==> src/rtl/synth_pkg.sv <==
// Shared synth-path types: scheduler state, default sample format, channel ids and the
// default-width saturation helper used by the mixing and effects paths.
package synth_pkg;

  localparam int unsigned SAMPLE_W   = 16;
  localparam int unsigned NUM_VOICES = 4;
  localparam int unsigned ACC_W      = SAMPLE_W + $clog2(NUM_VOICES) + 1;

  localparam logic CH_LEFT  = 1'b0;
  localparam logic CH_RIGHT = 1'b1;

  typedef logic signed [SAMPLE_W-1:0] sample_t;
  typedef logic signed [ACC_W-1:0]    acc_t;

  typedef enum logic [1:0] {
    StIdle,
    StReq,
    StOut
  } state_e;

  // Value fits when every bit above the sample's sign bit repeats the accumulator sign.
  function automatic sample_t sat_to_sample(input acc_t acc);
    sample_t res;
    if (acc[ACC_W-1:SAMPLE_W-1] == {(ACC_W-SAMPLE_W+1){acc[ACC_W-1]}}) begin
      res = acc[SAMPLE_W-1:0];
    end else if (acc[ACC_W-1]) begin
      res = {1'b1, {(SAMPLE_W-1){1'b0}}};
    end else begin
      res = {1'b0, {(SAMPLE_W-1){1'b1}}};
    end
    return res;
  endfunction

endpackage

==> src/rtl/voice_mix_scheduler_if.sv <==
// Frame request, voice polling bus and mixed-sample stream of the voice mix scheduler.
// master = scheduler side, slave = transmitter + voice bank side.
interface voice_mix_scheduler_if #(
  parameter int unsigned NUM_VOICES = 4,
  parameter int unsigned SAMPLE_W   = 16
);

  logic                           frame_strobe;
  logic                           frame_ch;
  logic [NUM_VOICES-1:0]          mute_mask;
  logic [NUM_VOICES-1:0]          voice_req;
  logic                           voice_ch;
  logic [NUM_VOICES-1:0]          voice_ack;
  logic [NUM_VOICES*SAMPLE_W-1:0] voice_data;
  logic                           out_valid;
  logic signed [SAMPLE_W-1:0]     out_data;
  logic                           out_ch;
  logic                           out_ready;
  logic                           overrun;
  logic                           timeout;

  modport master (
    input  frame_strobe, frame_ch, mute_mask, voice_ack, voice_data, out_ready,
    output voice_req, voice_ch, out_valid, out_data, out_ch, overrun, timeout
  );

  modport slave (
    output frame_strobe, frame_ch, mute_mask, voice_ack, voice_data, out_ready,
    input  voice_req, voice_ch, out_valid, out_data, out_ch, overrun, timeout
  );

endinterface

==> src/rtl/mix_saturate.sv <==
// Combinational clamp of a wide signed mix accumulator to a signed sample width.
module mix_saturate #(
  parameter int unsigned IN_W  = 19,
  parameter int unsigned OUT_W = 16
) (
  input  logic signed [IN_W-1:0]  acc,
  output logic signed [OUT_W-1:0] sample
);

  logic fits;

  assign fits = (acc[IN_W-1:OUT_W-1] == {(IN_W-OUT_W+1){acc[IN_W-1]}});

  always_comb begin
    if (fits) begin
      sample = acc[OUT_W-1:0];
    end else if (acc[IN_W-1]) begin
      sample = {1'b1, {(OUT_W-1){1'b0}}};
    end else begin
      sample = {1'b0, {(OUT_W-1){1'b1}}};
    end
  end

endmodule

==> src/rtl/voice_mix_scheduler.sv <==
// Per-frame round-robin voice poller and saturating mixer feeding the I2S transmitter.
// Optional per-voice ack timeout is enabled with `define VOICE_TIMEOUT_EN.
module voice_mix_scheduler #(
  parameter int unsigned NUM_VOICES  = 4,
  parameter int unsigned SAMPLE_W    = 16,
  parameter int unsigned TIMEOUT_CYC = 64
) (
  input logic                   clk,
  input logic                   rst,
  voice_mix_scheduler_if.master bus
);

  import synth_pkg::*;

  localparam int unsigned IDX_W = (NUM_VOICES > 1) ? $clog2(NUM_VOICES) : 1;
  localparam int unsigned MIX_W = SAMPLE_W + $clog2(NUM_VOICES) + 1;

  typedef logic [IDX_W-1:0]        idx_t;
  typedef logic signed [MIX_W-1:0] mix_t;

  state_e                     state_q, state_d;
  idx_t                       idx_q, idx_d;
  mix_t                       acc_q, acc_d;
  logic [NUM_VOICES-1:0]      mask_q, mask_d;
  logic                       ch_q, ch_d;
  logic signed [SAMPLE_W-1:0] out_data_q, sat_out;
  logic                       overrun_q, overrun_d;
  logic                       timeout_q, timeout_d;
  logic                       advance;
  logic                       load_out;

  idx_t first_idx, next_idx;
  logic first_ok, next_ok;
  mix_t voice_ext [NUM_VOICES];

`ifdef VOICE_TIMEOUT_EN
  localparam int unsigned WAIT_W = $clog2(TIMEOUT_CYC + 1);
  logic [WAIT_W-1:0] wait_q, wait_d;
`endif

  for (genvar g = 0; g < NUM_VOICES; g++) begin : g_ext
    assign voice_ext[g] = {{(MIX_W-SAMPLE_W){bus.voice_data[g*SAMPLE_W+SAMPLE_W-1]}},
                           bus.voice_data[g*SAMPLE_W +: SAMPLE_W]};
  end

  // Lowest unmuted voice of a new frame, and the next unmuted voice after the current one.
  always_comb begin
    first_ok  = 1'b0;
    first_idx = '0;
    for (int i = NUM_VOICES - 1; i >= 0; i--) begin
      if (!bus.mute_mask[i]) begin
        first_ok  = 1'b1;
        first_idx = idx_t'(i);
      end
    end
    next_ok  = 1'b0;
    next_idx = '0;
    for (int i = NUM_VOICES - 1; i >= 0; i--) begin
      if (!mask_q[i] && (i > int'(idx_q))) begin
        next_ok  = 1'b1;
        next_idx = idx_t'(i);
      end
    end
  end

  always_comb begin
    state_d   = state_q;
    idx_d     = idx_q;
    acc_d     = acc_q;
    mask_d    = mask_q;
    ch_d      = ch_q;
    overrun_d = 1'b0;
    timeout_d = 1'b0;
    advance   = 1'b0;
`ifdef VOICE_TIMEOUT_EN
    wait_d    = wait_q;
`endif
    unique case (state_q)
      StIdle: begin
        if (bus.frame_strobe) begin
          ch_d    = bus.frame_ch;
          mask_d  = bus.mute_mask;
          acc_d   = '0;
          idx_d   = first_idx;
          state_d = first_ok ? StReq : StOut;
`ifdef VOICE_TIMEOUT_EN
          wait_d  = '0;
`endif
        end
      end
      StReq: begin
        if (bus.voice_ack[idx_q]) begin
          acc_d   = acc_q + voice_ext[idx_q];
          advance = 1'b1;
`ifdef VOICE_TIMEOUT_EN
        end else if (wait_q == WAIT_W'(TIMEOUT_CYC - 1)) begin
          // Silent voice: contributes nothing, frame keeps moving.
          advance   = 1'b1;
          timeout_d = 1'b1;
        end else begin
          wait_d = wait_q + 1'b1;
`endif
        end
        if (advance) begin
`ifdef VOICE_TIMEOUT_EN
          wait_d = '0;
`endif
          if (next_ok) begin
            idx_d = next_idx;
          end else begin
            state_d = StOut;
          end
        end
      end
      StOut: begin
        if (bus.out_ready) begin
          state_d = StIdle;
        end
      end
      default: state_d = StIdle;
    endcase
    if ((state_q != StIdle) && bus.frame_strobe) begin
      overrun_d = 1'b1;
    end
  end

  assign load_out = (state_q != StOut) && (state_d == StOut);

  mix_saturate #(
    .IN_W  (MIX_W),
    .OUT_W (SAMPLE_W)
  ) u_mix_saturate (
    .acc    (acc_d),
    .sample (sat_out)
  );

  always_ff @(posedge clk) begin
    if (rst) begin
      state_q    <= StIdle;
      idx_q      <= '0;
      acc_q      <= '0;
      mask_q     <= '0;
      ch_q       <= CH_LEFT;
      out_data_q <= '0;
      overrun_q  <= 1'b0;
      timeout_q  <= 1'b0;
`ifdef VOICE_TIMEOUT_EN
      wait_q     <= '0;
`endif
    end else begin
      state_q    <= state_d;
      idx_q      <= idx_d;
      acc_q      <= acc_d;
      mask_q     <= mask_d;
      ch_q       <= ch_d;
      overrun_q  <= overrun_d;
      timeout_q  <= timeout_d;
`ifdef VOICE_TIMEOUT_EN
      wait_q     <= wait_d;
`endif
      if (load_out) begin
        out_data_q <= sat_out;
      end
    end
  end

  assign bus.voice_req = (state_q == StReq) ? (NUM_VOICES'(1) << idx_q) : '0;
  assign bus.voice_ch  = ch_q;
  assign bus.out_valid = (state_q == StOut);
  assign bus.out_data  = out_data_q;
  assign bus.out_ch    = ch_q;
  assign bus.overrun   = overrun_q;
`ifdef VOICE_TIMEOUT_EN
  assign bus.timeout   = timeout_q;
`else
  assign bus.timeout   = 1'b0;
`endif

endmodule

==> src/flat_wrapper.sv <==
// flat-port wrapper written by rule: the top's interface ports become plain ports
module voice_mix_scheduler_flat import synth_pkg::*;
#(
  parameter int unsigned NUM_VOICES  = 4,
  parameter int unsigned SAMPLE_W    = 16,
  parameter int unsigned TIMEOUT_CYC = 64
)
  (clk, rst, bus_frame_strobe, bus_frame_ch, bus_mute_mask, bus_voice_ack, bus_voice_data, bus_out_ready, bus_voice_req, bus_voice_ch, bus_out_valid, bus_out_data, bus_out_ch, bus_overrun, bus_timeout);
  voice_mix_scheduler_if #(.NUM_VOICES(NUM_VOICES), .SAMPLE_W(SAMPLE_W)) bus_i ();
  input logic clk;
  input logic rst;
  input wire logic [$bits(bus_i.frame_strobe)-1:0] bus_frame_strobe;
  input wire logic [$bits(bus_i.frame_ch)-1:0] bus_frame_ch;
  input wire logic [$bits(bus_i.mute_mask)-1:0] bus_mute_mask;
  input wire logic [$bits(bus_i.voice_ack)-1:0] bus_voice_ack;
  input wire logic [$bits(bus_i.voice_data)-1:0] bus_voice_data;
  input wire logic [$bits(bus_i.out_ready)-1:0] bus_out_ready;
  output wire logic [$bits(bus_i.voice_req)-1:0] bus_voice_req;
  output wire logic [$bits(bus_i.voice_ch)-1:0] bus_voice_ch;
  output wire logic [$bits(bus_i.out_valid)-1:0] bus_out_valid;
  output wire logic [$bits(bus_i.out_data)-1:0] bus_out_data;
  output wire logic [$bits(bus_i.out_ch)-1:0] bus_out_ch;
  output wire logic [$bits(bus_i.overrun)-1:0] bus_overrun;
  output wire logic [$bits(bus_i.timeout)-1:0] bus_timeout;
  assign bus_i.frame_strobe = bus_frame_strobe;
  assign bus_i.frame_ch = bus_frame_ch;
  assign bus_i.mute_mask = bus_mute_mask;
  assign bus_i.voice_ack = bus_voice_ack;
  assign bus_i.voice_data = bus_voice_data;
  assign bus_i.out_ready = bus_out_ready;
  assign bus_voice_req = bus_i.voice_req;
  assign bus_voice_ch = bus_i.voice_ch;
  assign bus_out_valid = bus_i.out_valid;
  assign bus_out_data = bus_i.out_data;
  assign bus_out_ch = bus_i.out_ch;
  assign bus_overrun = bus_i.overrun;
  assign bus_timeout = bus_i.timeout;
  voice_mix_scheduler #(.NUM_VOICES(NUM_VOICES), .SAMPLE_W(SAMPLE_W), .TIMEOUT_CYC(TIMEOUT_CYC)) u_core (.clk(clk), .rst(rst), .bus(bus_i));
endmodule
==> config.mk <==
export PLATFORM = sky130hd
export DESIGN_NAME = voice_mix_scheduler_flat
export DESIGN_NICKNAME = d
export VERILOG_FILES = /design/src/rtl/synth_pkg.sv /design/src/rtl/voice_mix_scheduler_if.sv /design/src/rtl/mix_saturate.sv /design/src/rtl/voice_mix_scheduler.sv /design/src/flat_wrapper.sv
export SDC_FILE = /design/constraint.sdc
export NUM_CORES = 1
export LEC_CHECK = 0
export CORE_MARGIN = 3
export CORE_UTILIZATION = 52
export CTS_BUF_LIST = sky130_fd_sc_hd__clkbuf_4
export DETAILED_ROUTE_END_ITERATION = 10
export PLACE_DENSITY = 0.86
export SYNTH_ARGS = -nofsm -noshare
export SYNTH_HDL_FRONTEND = slang
export SYNTH_HIERARCHICAL = 1
export SYNTH_SLANG_ARGS = --single-unit
export TNS_END_PERCENT = 5
==> constraint.sdc <==
create_clock -name clk -period 6.2 [get_ports clk]
set_input_delay 1.86 -clock clk [delete_from_list [all_inputs] [get_ports clk]]
set_output_delay 1.86 -clock clk [all_outputs]
set_load 0.01 [all_outputs]
* Yosys cells after proc, flatten, opt, wreduce, memory -nomap -nowiden
Cells that the tools add are included.
Storage, ports and cells: input bits 77, word-level logic and storage cells 74, output and inout bits 25, flip-flop bits (word level) 45
Operators by class: $add $sub $neg 1, reductions and logical operators 13, $lt $le $gt $ge 5, shift-type cells 1, mux-type cells 38, eq/ne operators 8, bitwise gates (word level) 1
Operator list (number):
- 2-to-1 mux 19 bit | 4
- binary-select mux 19 bit (select 2 bit) | 1
- one-hot mux 19 bit (2 select lines) | 1
- 2-to-1 mux 16 bit | 2
- 2-to-1 mux 2 bit | 15
- adder 19 bit | 1
- 2-to-1 mux 1 bit | 11
- one-hot mux 2 bit (3 select lines) | 1
- logical AND 1 bit | 5
- equality test 2 bit, second input constant | 2
- greater-than comparator 2 bit, first input constant | 2
- 2-to-1 mux 4 bit | 1
- inequality test 2 x 1 -> 1 bit, second input constant | 2
- inequality test 2 bit, second input constant | 2
- one-hot mux 2 bit (2 select lines) | 1
- AND reduction 4 bit | 1
- nonzero test 2 bit | 2
- left shift 1 x 2 -> 4 bit, first input constant | 1
- equality test 3 bit | 1
- greater-or-equal comparator 3 bit, second input constant | 1
- logical NOT 1 bit | 3
- less-than comparator 2 x 3 -> 1 bit, second input constant | 1
- NOT 2 -> 3 bit | 1
- binary-select mux 1 bit (select 2 bit) | 1
- 4 further kinds | 4

* Logic depth before layout (Yosys ltp)
Gate-level depths: netlist (run 1).
word-level depth 10, gate-level depth with buffers 18, depth with buffers taken out 15

* Modules after synthesis
Netlist (run 1), hierarchy kept.
By module, submodules not included:
- voice_mix_scheduler | instances 1, cells an instance 349, seq. area each 880.8 um^2, area an instance 3149.3 um^2
- mix_saturate | instances 1, cells an instance 56, seq. area each 0.0 um^2, area an instance 370.4 um^2

* Least setup slack after synthesis (run 1)
OpenSTA, ideal clock, no wires.
kind input-to-reg, from in bus_voice_data[61], to reg u_core.out_data_q[3], in the netlist u_core/bus.out_data[3], buffers on the path 1, arrival 4598 ps, slack 1475 ps, stages 14, library setup time 128 ps, required time 6072 ps, path through mux4_2 > ha_1 > a21oi_1 > o21ai_0 > a211o_1 > a31oi_1 > xor2_1 > and2_1 > o22a_1 > a21boi_4 > buf_6 > nor3_1 > mux2i_1 > nor2_1
Between the ends: longest elaborated chain between the ends 8, elaborated cells on any way between the ends 9, classes of those cells 1 x add/sub; 1 x eq/ne; 7 x mux
Ends and longest elaborated chain:
- start, declared | RTL line flat_wrapper.sv:16 | input wire logic [$bits(bus_i.voice_data)-1:0] bus_voice_data;
- binary-select mux 19 bit (select 2 bit) * | RTL line voice_mix_scheduler.sv:93 | acc_d = acc_q + voice_ext[idx_q];
- 2-to-1 mux 19 bit (implied by the code) * (2 in series) | RTL line voice_mix_scheduler.sv:93
- adder 19 bit * | RTL line voice_mix_scheduler.sv:93
- 2-to-1 mux 19 bit * | RTL line voice_mix_scheduler.sv:92 | if (bus.voice_ack[idx_q]) begin
- one-hot mux 19 bit (2 select lines) * | RTL line voice_mix_scheduler.sv:78 | unique case (state_q)
- net u_core.acc_d[18] | RTL line voice_mix_scheduler.sv:23 | mix_t acc_q, acc_d;
- equality test 3 bit / 2-to-1 mux 16 bit (equally long branches) | RTL line mix_saturate.sv:12, mix_saturate.sv:17
- 2-to-1 mux 16 bit * | RTL line mix_saturate.sv:15 | if (fits) begin
- net u_core.sat_out[3] | RTL line voice_mix_scheduler.sv:26 | logic signed [SAMPLE_W-1:0] out_data_q, sat_out;
- end signal, assigned | RTL line voice_mix_scheduler.sv:162 | out_data_q <= sat_out;
- end, declared | RTL line voice_mix_scheduler.sv:26
Mark *: on every way through the listed nets, which the timed path passes. The rest lies on a longest branch. The select of a mux whose other input is x is not followed. A chain may end at the register's enable or synchronous reset.

* Worst setup path in the final report (run 1)
from in bus_voice_data[61], to reg u_core.out_data_q[3], in the netlist u_core/bus.out_data[3]
Between the ends: longest elaborated chain between the ends 8, elaborated cells on any way between the ends 9, classes of those cells 1 x add/sub; 1 x eq/ne; 7 x mux
Ends and longest elaborated chain:
- binary-select mux 19 bit (select 2 bit) | RTL line voice_mix_scheduler.sv:93
- 2-to-1 mux 19 bit (implied by the code) (2 in series) | RTL line voice_mix_scheduler.sv:93
- adder 19 bit | RTL line voice_mix_scheduler.sv:93
- 2-to-1 mux 19 bit | RTL line voice_mix_scheduler.sv:92
- one-hot mux 19 bit (2 select lines) | RTL line voice_mix_scheduler.sv:78
- net u_core.acc_d[16] | RTL line voice_mix_scheduler.sv:23
- equality test 3 bit | RTL line mix_saturate.sv:12 | assign fits = (acc[IN_W-1:OUT_W-1] == {(IN_W-OUT_W+1){acc[IN_W-1]}});
- 2-to-1 mux 16 bit | RTL line mix_saturate.sv:15
- net u_core.sat_out[3] | RTL line voice_mix_scheduler.sv:26
The timed path passes the listed nets, and every way through them passes these cells. The select of a mux whose other input is x is not followed.

==> run_results.csv, run 1 <==
group,metric,value,unit
timing,fmax,0.190,GHz
floorplanning,rows,29,
min_path,whs_path_depth,2,
floorplanning,core_area,6460,µm²
floorplanning,fp.dieArea,7790,µm²
critical_path,crit_path_start,"bus_voice_data[61]",
synth,ys.flop_type,"dfxtp_1",
synth,synth_area_leaders,"dfxtp_1 25%, mux4_2 11%, ha_1 6.4%, mux2i_1 6.0%, a21boi_0 3.6%",
critical_path,critPathMaxStageDelay,750,ps
outcome,status,"finished, final reports clean",
floorplanning,start_util,54.5,%
floorplanning,fp.dieH,88.3,µm
synth,ys_seq_area_share,25.0,%
layout,utilization,70.4,%
timing,hold_violations,0,
placed_design,place_ws,584,ps
critical_path,path_max_fanout,31,
critical_path,crit_chain,"clkdlybuf4s50_1, mux4_2, ha_1, a21oi_1, o21ai_0, a21o_1, a21oi_1, nor3_1, or3b_1, nor4_1, nor3_1, mux2i_1, nor2_1",
routing,dr_total_vias,3413,
timing,fin_crit,5280,ps
floorplanning,fp.dieW,88.3,µm
layout,multiInputGateArea,2410,µm²
layout,n_antenna_cell,0,
clocking,clock_latency,360,ps
critical_path,end_kind,"flip-flop",
layout,final_cell_mix,"100 x clkdlybuf4s50_1, 44 x dfxtp_1, 34 x nor2_1",
global_routing,grt_max_degree,33,
clocking,postCtsSetupRepairBufs,0,
synth,async_flop_share,0,%
run,cap_viol_max_count,0,
routing,via_per_inst,6.02,
global_routing,grt_pass1_vias,3262,
timing,fin_tns_setup,0,ps
critical_path,r2r_start,"u_core/idx_q[0]",
clocking,cts-htree-levels,2,
layout,fill_cells,516,
power,ir_drop,0.000146,V
clocking,cts_tree,"yes",
routing,ant_nets,0,
critical_path,path_class,"in2reg",
timing,maxSlewHeadroom,29.0,%
power,power_density,211,nW/µm²
synth,synth_edf_count,0,
floorplanning,pin_count,102,
routing,drc_errors,0,
min_path,min_path_type,"reg2reg",
synth,synth_area,3520,µm²
synth,syn-instance-count,405,
routing,firstDrtPassIters,5,
synth,synth.top_cell.area_share,25.0,%
global_routing,overflow,0,
critical_path,worstPathRequired,6460,ps
min_path,min_from,"u_core/acc_q[17]",
power,total_power,0.000958,W
placed_design,port_buffers,100,
timing,slew_violations,0,
layout,seqCellArea,881,µm²
placed_design,dpl.hpwl,7.48,mm
synth,avgSynthCellArea,8.69,µm²
critical_path,arrival,5540,ps
global_routing,grt_first_pass_wirelength,15.2,mm
layout,final_common_cell,"clkdlybuf4s50_1",
timing,setup_slack,924,ps
routing,drt_iter0_drc,184,
synth,yosysWarnings,6,
timing,worstMarginPinSlew,1060,ps
clocking,clk_path_buf_depth,2,
layout,areaGrowthSynthToFinish,29.1,%
layout,drive_gt1_share,7.96,%
global_routing,grt_usage,24.4,%
clocking,clk_pin_slew,150,ps
clocking,cts_buffers,5,
power,p_leak,1.75,nW
synth,ys_seq_elements,44,
synth,synth_cell_type_count,56,
timing,fin_crit_sh,85.1,%
critical_path,r2r_cells,13,
clocking,cts-root-buf,"clkbuf_4",
routing,detail_route.wl_per_cell,16.9,µm
synth,yosysTopAreaCell,"dfxtp_1",
routing,wl,9.60,mm
synth,syn_nets,501,
timing,rsz0062_at_grt,"no",
critical_path,critical_path_depth,13,
critical_path,critical_path.top_delay_family,"simple AND/OR/NAND/NOR gates",
timing,clock-skew-final,11.3,ps
critical_path,cp_slowest_cell,"or3b_1",
timing,setup_viol_count_final,0,
clocking,postCtsHoldBufs,0,
critical_path,start_kind,"primary input",
global_routing,grt_antenna_before_repair,0,
critical_path,crit_buf_inv,1,
placed_design,globalplace.congestion,0.928,
clocking,ctsResizeCount,0,
layout,nets,585,
clocking,cts_sinks,44,
-- flip-flops by register name, indices dropped and copies added (netlist names) --
register / count
u_core/bus.out_data: 16
u_core/state_q: 2
u_core/acc_q: 19
u_core/bus.overrun: 1
u_core/idx_q: 2
u_core/mask_q: 3
u_core/bus.out_ch: 1
-- cells by family after synthesis --
group                      count (synthesis)  share of synthesized area (%)
adders and majority gates                 19                           6.97
other                                      1                          0.107
xor gates and xnor gates                   9                           2.24
AOI/OAI and AO/OA                         97                           19.2
muxes                                     39                           17.2
buffers and inverters                     37                           6.47
and+or+nand+nor                          159                           22.9
DFF                                       44                           25.0
-- worst register-to-register path: stages, from the launching register on --
cell	delay (ps)
dfxtp_1	710
buf_4	350
mux4_2	540
ha_1	370
a21oi_1	270
o21ai_0	190
a21o_1	220
a21oi_1	220
nor3_1	60
or3b_1	750
nor4_1	440
nor3_1	80
mux2i_1	150
nor2_1	60
-- synth_stat cells (all sizes together), types with 2 or more instances --
library cell,number
o2111ai,3
nor2,34
nand2,30
and2,16
nand4,4
ha,18
and4,2
xnor2,5
a21boi,19
a211o,2
mux4,17
inv,9
nand2b,3
a31oi,9
buf,15
a21o,8
nor4,16
a211oi,3
xor2,4
a311oi,2
nor3,22
mux2i,21
and3,4
o31a,2
o21a,4
nor2b,3
o31ai,3
nand3,17
dfxtp,44
clkbuf,13
o21ai,18
or3,4
a21oi,18
-- final timing paths --
kind	slack, ps	endpoint
setup / recovery	920	u_core/bus.out_data[3]
hold reg to reg	510	u_core/acc_q[17]
setup reg to reg	1700	u_core/bus.out_data[3]
hold / removal	510	u_core/acc_q[17]
-- metrics by stage --
step                      hold slack, ps  instances  area [µm²]
after floorplan                      464        405        3520
after global placement               474        559        4460
after detailed placement             486        559        4460
after CTS                            513        567        4540
after global routing                 547        567        4540
final                                512        567        4540
-- routing by layer --
layer	vias up	share of wire (%)	track usage, %
li1	1680	-	-
met1	1614	41	30.9
met2	105	53	43.7
met3	14	4.4	3.45
met4	0	1.7	6.32
met5	-	0	0
-- report_power, final --
part	internal, W	switching (W)
logic	0.000217	0.000227
clock network	0.0000863	0.000106
registers	0.000300	0.0000227
total	0.000603	0.000355
-- cell type report --
class | instances | share of cell area [%]
repair buffers | 105 | 22.9
multi-input cells | 324 | 53.1
flip-flops and latches | 44 | 19.4
inverters | 9 | 0.743
well taps | 77 | 2.12
clock inverters | 3 | 1.02
clock buffers | 5 | 0.826
Power figures use the tool's default switching activity.
==> run 2, diff against run 1 <==
--- a/config.mk
+++ b/config.mk
@@ -10,6 +10,7 @@
 export CTS_BUF_LIST = sky130_fd_sc_hd__clkbuf_4
 export DETAILED_ROUTE_END_ITERATION = 10
 export PLACE_DENSITY = 0.86
+export RECOVER_POWER = 100
 export SYNTH_ARGS = -nofsm -noshare
 export SYNTH_HDL_FRONTEND = slang
 export SYNTH_HIERARCHICAL = 1
==> run 2 against run 1 <==
  * Die area did not move
  * Register-to-register slack got worse by 110 ps
  * The flow now finishes with violations (capacitance limit, slew limit)
  * Cell count did not move
  * Critical endpoint is now u_core/bus.out_data[0]
  * First-iteration DRC count rose by 21%
  * Maximum frequency fell by 4.3%
==> run_results.csv, run 2 (synthesized netlist as in run 1, its figures left out) <==
group,metric,value,unit
critical_path,end_kind,"flip-flop",
critical_path,r2r_cells,15,
routing,firstDrtPassIters,5,
timing,fin_crit_sh,88.9,%
timing,fin_tns_setup,0,ps
floorplanning,fp.dieW,88.3,µm
clocking,cts_tree,"yes",
critical_path,critPathMaxStageDelay,550,ps
critical_path,r2r_start,"u_core/idx_q[0]",
critical_path,crit_path_start,"bus_voice_data[47]",
outcome,failed_checks,"capacitance limit, slew limit",
critical_path,arrival,5720,ps
timing,fmax,0.181,GHz
critical_path,worstPathRequired,6410,ps
critical_path,critical_path_depth,15,
critical_path,reg2reg_slack,1590,ps
routing,dr_total_vias,3451,
routing,wl,9.57,mm
power,power_density,210,nW/µm²
global_routing,grt_antenna_before_repair,0,
clocking,postCtsHoldBufs,0,
clocking,clock_latency,360,ps
routing,detail_route.wl_per_cell,16.9,µm
timing,setup_viol_count_final,0,
placed_design,globalplace.congestion,0.928,
global_routing,grt_max_degree,33,
layout,fill_cells,520,
timing,hold_ws,507,ps
global_routing,grt_pass1_vias,3262,
layout,multiInputGateArea,2410,µm²
clocking,cts-root-buf,"clkbuf_4",
critical_path,critical_path.top_delay_family,"compound AO/OA/AOI/OAI gates",
floorplanning,pin_count,102,
clocking,ctsResizeCount,0,
global_routing,overflow,0,
critical_path,cp_slowest_cell,"mux4_2",
run,cap_viol_max_count,1,
critical_path,cp-endpoint,"u_core/bus.out_data[0]",
routing,via_per_inst,6.09,
clocking,clk_path_buf_depth,2,
floorplanning,start_util,54.5,%
layout,largest-register,"u_core/acc_q",
floorplanning,fp.dieArea,7790,µm²
routing,ant_nets,0,
timing,hold_violations,0,
floorplanning,core_area,6460,µm²
layout,largest_reg_flops,19,
timing,rsz0062_at_grt,"no",
floorplanning,fp.dieH,88.3,µm
placed_design,dpl.hpwl,7.48,mm
layout,seqCellArea,881,µm²
global_routing,grt_first_pass_wirelength,15.2,mm
timing,slew_violations,33,
routing,drc_errors,0,
critical_path,start_kind,"primary input",
min_path,min_path_type,"reg2reg",
layout,areaGrowthSynthToFinish,28.9,%
global_routing,grt_usage,24.4,%
timing,maxSlewHeadroom,-4.07,%
layout,final_common_cell,"clkdlybuf4s50_1",
clocking,clk_pin_slew,150,ps
layout,nets,585,
timing,worstMarginPinSlew,1560,ps
layout,final_cell_mix,"72 x clkdlybuf4s50_1, 44 x dfxtp_1, 34 x nor2_1",
clocking,cts_sinks,44,
critical_path,crit_path_frequent_cell,"a21boi_0",
timing,clock-skew-final,10.5,ps
clocking,cts-htree-levels,2,
routing,drt_iter0_drc,222,
critical_path,crit_buf_inv,2,
power,ir_drop,0.000146,V
critical_path,path_class,"in2reg",
min_path,min_from,"u_core/bus.out_data[11]",
layout,drive_gt1_share,7.55,%
timing,fin_crit,5510,ps
placed_design,port_buffers,100,
critical_path,r2r_end,"u_core/bus.out_data[0]",
layout,n_antenna_cell,0,
clocking,postCtsSetupRepairBufs,0,
layout,utilization,70.2,%
floorplanning,rows,29,
critical_path,crit_chain,"dlygate4sd3_1, mux4_2, ha_1, a21oi_1, a21boi_0, a211o_1, a31oi_1, xor2_1, and2_0, o22a_1, clkbuf_1, a21boi_0, nor3_1, mux2i_1, nor2_1",
critical_path,path_max_fanout,16,
power,p_leak,1.82,nW
clocking,cts_buffers,5,
outcome,status,"finished with violations",
[run 2: cell count changes in the layout (fill, tap and decap cells not counted)]
cell	before	now
a21boi_1	1	0
clkbuf_1	0	2
dlygate4sd3_1	0	28
o21ai_1	2	1
o21ai_0	16	17
and2_1	16	10
and2_0	0	6
a21boi_0	17	18
clkdlybuf4s50_1	100	72
buf_4	5	3
[run 2: report_power, final]
part | switching [W] | total (W) | internal, W
Clock | 0.000105 | 0.000191 | 0.0000863
Sequential | 0.0000227 | 0.000323 | 0.000300
Combinational | 0.000227 | 0.000439 | 0.000213
[run 2: through the flow]
step           total power, W  setup WS, ps  area, µm²  cells
2_1_floorplan        0.000653          1470       3520    405
3_3_place_gp         0.000758           692       4460    559
3_5_place_dp         0.000767           584       4460    559
4_1_cts              0.000960           990       4540    567
5_1_grt               0.00102           323       4540    567
6_report             0.000953           686       4540    567
[run 2: how the worst min path moves through the flow]
stage / to / slack (ps) / cells after the start
2_1_floorplan: u_core/acc_q[17] / 460 / 2
3_3_place_gp: u_core/bus.out_data[6] / 470 / 2
3_5_place_dp: u_core/bus.out_data[6] / 490 / 2
4_1_cts: u_core/acc_q[17] / 510 / 2
5_1_grt: u_core/bus.out_data[4] / 540 / 2
6_report: u_core/bus.out_data[11] / 510 / 2
[run 2: area by class of cell]
type	count	share of cell area [%]
multi-input combinational	324	53.1
sequential	44	19.4
tap	77	2.12
timing repair buffer	105	22.7
inverter	9	0.745
clock buffer	5	0.827
clock inverter	3	1.02
[run 2: worst reg2reg max path, cell delays in order, from the launching register on]
cell and delay [ps]:
dfxtp_1 710, buf_4 350, mux4_2 540, ha_1 370, a21oi_1 270, o21ai_0 180, a211o_1 300, a31oi_1 180
xor2_1 210, and2_0 190, o22a_1 180, clkbuf_1 450, a21boi_0 270, nor3_1 80, mux2i_1 140, nor2_1 50
[run 2: layer usage]
| layer | vias up | GRT usage [%] | part of all wire, % |
|---|---|---|---|
| li1 | 1681 | - | - |
| met1 | 1638 | 30.9 | 40 |
| met2 | 120 | 43.7 | 53 |
| met3 | 12 | 3.45 | 4.9 |
| met4 | 0 | 6.32 | 1.6 |
| met5 | - | 0 | 0 |
